$ cat src/rtl/fifo_wr_arbiter.sv
// fifo_wr_arbiter: round-robin burst arbiter sharing one FIFO write port among NUM_REQ producers.
// Optional FIFO_WR_ARB_THROTTLE_EN: limit bursts to one beat while fifo_threshold is high.
module fifo_wr_arbiter #(
  parameter int NUM_REQ    = 4,
  parameter int DATA_WIDTH = 8,
  parameter int BURST_MAX  = 4
) (
  input  logic                          clk,
  input  logic                          rst,
  input  logic [NUM_REQ-1:0]            req_valid,
  input  logic [NUM_REQ*DATA_WIDTH-1:0] req_data,
  output logic [NUM_REQ-1:0]            req_ready,
  input  logic                          fifo_full,
  input  logic                          fifo_threshold,
  output logic                          wen,
  output logic [DATA_WIDTH-1:0]         data_in,
  output logic [$clog2(NUM_REQ)-1:0]    grant_id,
  output logic                          busy
);
  localparam int IW = $clog2(NUM_REQ);
  localparam int CW = $clog2(BURST_MAX + 1);
  typedef enum logic {IDLE, GRANT} state_t;
  state_t state, state_nxt;
  logic [IW-1:0] owner, owner_nxt, rr_ptr, rr_ptr_nxt, owner_inc, start, win;
  logic [CW-1:0] burst_cnt, burst_cnt_nxt, limit;
  logic found, burst_end;
  // Scanning backwards lets the earliest index in search order win.
  function automatic logic [IW:0] pick(input logic [NUM_REQ-1:0] v, input logic [IW-1:0] s);
    logic [IW:0] r;
    int idx;
    r = '0;
    for (int k = NUM_REQ - 1; k >= 0; k--) begin
      idx = (int'(s) + k) % NUM_REQ;
      if (v[idx]) r = {1'b1, IW'(idx)};
    end
    return r;
  endfunction
`ifdef FIFO_WR_ARB_THROTTLE_EN
  assign limit = fifo_threshold ? CW'(1) : CW'(BURST_MAX);
`else
  logic unused_threshold;
  assign unused_threshold = fifo_threshold;
  assign limit = CW'(BURST_MAX);
`endif
  assign owner_inc = (owner == IW'(NUM_REQ - 1)) ? '0 : owner + 1'b1;
  // At burst end the outgoing owner is searched last.
  assign start = (state == GRANT) ? owner_inc : rr_ptr;
  assign {found, win} = pick(req_valid, start);
  assign burst_end = (wen && (burst_cnt + CW'(1)) == limit) || !req_valid[owner];
  assign grant_id = owner;
  assign busy = (state == GRANT);
  always_ff @(posedge clk) begin
    if (rst) begin
      state     <= IDLE;
      owner     <= '0;
      rr_ptr    <= '0;
      burst_cnt <= '0;
    end else begin
      state     <= state_nxt;
      owner     <= owner_nxt;
      rr_ptr    <= rr_ptr_nxt;
      burst_cnt <= burst_cnt_nxt;
    end
  end
  always_comb begin
    state_nxt     = state;
    owner_nxt     = owner;
    rr_ptr_nxt    = rr_ptr;
    burst_cnt_nxt = burst_cnt + CW'(wen);
    if (state == IDLE || burst_end) begin
      rr_ptr_nxt    = (state == GRANT) ? owner_inc : rr_ptr;
      state_nxt     = found ? GRANT : IDLE;
      owner_nxt     = found ? win : owner;
      burst_cnt_nxt = '0;
    end
  end
  // Gating with rst keeps a dropped burst from writing in the reset cycle.
  always_comb begin
    req_ready        = '0;
    req_ready[owner] = !rst && state == GRANT && !fifo_full;
    wen              = req_valid[owner] && req_ready[owner];
    data_in          = (state == GRANT) ? req_data[owner*DATA_WIDTH +: DATA_WIDTH] : '0;
  end
endmodule

$ cat config.mk
export PLATFORM = sky130hd
export DESIGN_NAME = fifo_wr_arbiter
export DESIGN_NICKNAME = d
export VERILOG_FILES = /design/src/rtl/fifo_wr_arbiter.sv
export SDC_FILE = /design/constraint.sdc
export NUM_CORES = 1
export LEC_CHECK = 0
export BUFFER_PORTS_ARGS = -buffer_cell sky130_fd_sc_hd__buf_4
export CAP_MARGIN = 0
export CORE_ASPECT_RATIO = 0.9
export CORE_UTILIZATION = 39
export DETAILED_ROUTE_END_ITERATION = 16
export MAX_ROUTING_LAYER = met4
export PLACE_DENSITY = 0.76
export SYNTH_ARGS = -nofsm -noshare
export SYNTH_HDL_FRONTEND = slang
export SYNTH_SLANG_ARGS = --single-unit
$ cat constraint.sdc
create_clock -name clk -period 2.2 [get_ports clk]
set_clock_uncertainty 0.15 [all_clocks]
set_input_delay 0.33 -clock clk [delete_from_list [all_inputs] [get_ports clk]]
set_output_delay 0.33 -clock clk [all_outputs]
set_load 0.01 [all_outputs]
==> reports/qor.txt <==
Hold_buf cts: 0
Synthesized area: 923 sq um
VDD IR-drop max: 0.402 mV
DRT Wirelength: 2420 um
Initial antenna violation count: 0
Crit Path Max Fanout: 10
# rows: 16
Clock slew at reported path FFs: 0.06 ns
Global-route wire length before repair: 3550 um
MaxCap Viol Count: 0
Diodes inserted: 0
Leakage power: 0.665 nW
Flops & latches, synth: 8
Clk buf depth: 2
Worst Hold Class: in -> reg
Synthesis-to-layout area growth: 55.7%
I/O pin cnt: 56
Post-synth EDFFs: 0
Detail Route Antenna Nets: 0
Synth warn: 0
CTS Buf Count: 3
Cell variety after synth: 39
PnR worst setup slack: 0.0771 ns
Final setup violation count: 0
Final hold vios: 0
RSZ-0062 raised after global routing: no
Final period util: 96.5%
Buffers on Ports: 54
Post-synth ARST share: 0%
Final Util: 65.3%
Root Buffer: clkbuf_4
Number of global-route vias before repair: 832
Pin count of the biggest net entering global routing: 12
Slew headroom: 66.0%
Startpoint types: flop
Layout Cells excl Fill: 177
Initial Util: 41.9%
Pre-antenna DRT Iters: 4
Fill cells: 183
Die H: 48.2 um
DRC: 0
NumNets Final: 198
Status: finished, final reports clean
Worst slew pin tran: 0.505 ns
Multi-input combinational cell area: 732 sq um
CTS tree: done
GRT Total Usage: 20.2%
Register Area: 165 sq um
Clock sinks: 8
Number of H-tree levels: 1
Die area: 2570 sq um
CP Cell Sequence: buf_8 -> mux4_2 -> and2_1 -> buf_4
Crit path time final: 2.12 ns
Iteration-0 DRC Markers: 9
Cells after Synth: 90
Chip width: 53.3 um
Tot Pwr: 0.000656 W
Critical Path RT: 1.72 ns
Power Density: 456 nW/um^2
Syn_nets: 137
HPWL Detailed: 2040 um
Vias per cell: 5.46
Seq/Total Area, Yosys: 17.3%
Max Slew Vio Count: 0
Critical path endpoint category: primary output
Most common cell after layout, fill and taps aside: buf_4
Pre-CTS setup slack: 0.136 ns
Highest Clock Rate: 471 MHz
Via count: 967
Commonest non-fill, non-tap cells in the layout: 60 x buf_4, 13 x and2_1, 9 x mux4_2, 6 x dfxtp_1
Share of layout cells above drive strength 1: 57.3%
Routed length per instance: 13.7 um
Synthesized area per cell: 10.3 sq um
Worst Path Arrival: 1.64 ns
Fin Setup TNS: 0 ns
Setup CP Type: reg -> out
Ys flop type: dfxtp_1
Placed Cells: 172
Slowest cell on crit path: mux4_2
Max incr delay on CP: 0.51 ns
Total grt overflow: 0
RePlAce Congestion: 0.799
Skew-Pair Late Insertion Delay: 0.26 ns
Core area: 2200 sq um
[flip-flops by register name, summed over array words and instances (netlist names)]
name	count
busy	1
burst_cnt	3
grant_id	2
rr_ptr	2
[layout make-up]
cell class | count | share of cell area, %
clock buffers | 4 | 1.83
inverters | 4 | 1.04
multi-input cells | 73 | 50.9
flip-flops and latches | 8 | 11.5
well taps | 27 | 2.35
repair buffers | 61 | 32.4
[stage by stage]
stage	instance area [sq um]	hold slack, ns
2_1_floorplan	950	0.317
3_3_place_gp	1400	0.382
3_5_place_dp	1400	0.400
4_1_cts	1430	0.176
5_1_grt	1440	0.177
6_report	1440	0.179
[kinds of logic after synthesis]
logic type | after synthesis | synth area share (%)
xor+xnor | 1 | 0.949
buf+inv | 9 | 3.93
flops | 8 | 17.3
mux | 11 | 25.9
compound gates | 16 | 15.4
fa+ha+maj | 7 | 9.48
simple gates | 38 | 27.0
[layer usage]
| layer | up-vias | routed length, um | share of wire (%) | GRT usage, % |
|---|---|---|---|---|
| met5 | - | 0 | 0 | - |
| met2 | 32 | 1290 | 53 | 36.0 |
| li1 | 471 | - | - | - |
| met3 | 3 | 142 | 5.9 | 3.12 |
| met1 | 461 | 968 | 40 | 23.6 |
| met4 | 0 | 19 | 0.79 | 6.32 |
[Yosys cell counts (2+ instances only)]
library cell	n	share of area (%)
nand2b_1	2	1.4
nor3b_2	2	2.7
inv_1	4	1.6
nand2_1	5	2.0
ha_1	7	9.5
nor2_1	3	1.2
clkbuf_1	3	1.2
a21o_1	2	1.6
dfxtp_1	8	17
o21ai_0	2	1.1
buf_2	2	1.1
mux4_2	9	22
nand3_1	2	1.1
and2_1	13	8.8
nor3_1	2	1.1
[final timing paths]
check / from / end / cells after the start / slack, ns
worst max-delay path: grant_id[0]$_SDFFE_PP0P_ / data_in[0] / 4 / 0.08
worst max register to register: grant_id[1]$_SDFFE_PP0P_ / rr_ptr[0]$_SDFFE_PP0P_ / 6 / 0.12
worst min register to register: burst_cnt[2]$_SDFF_PP0_ / burst_cnt[2]$_SDFF_PP0_ / 2 / 0.41
worst min-delay path: rst / rr_ptr[1]$_SDFFE_PP0P_ / 2 / 0.18
[where the power goes]
part / internal [W] / total, W / switching (W)
logic: 0.000213 / 0.000355 / 0.000141
registers: 0.000159 / 0.000176 / 0.0000178
clock network: 0.0000697 / 0.000125 / 0.0000551
[critical path, delay by kind of cell (launching register included)]
kind	cells	cell delay [ns]
simple gates	1	0.17
flops	1	0.40
buf+inv	2	0.30
mux	1	0.51
[timing repair]
action / CTS / global route
setup endpoints to repair: 8 / 8
buffers inserted: 0 / 1
gates resized for setup: 1 / 1
Note: power is estimated with default switching activity, not from simulation.
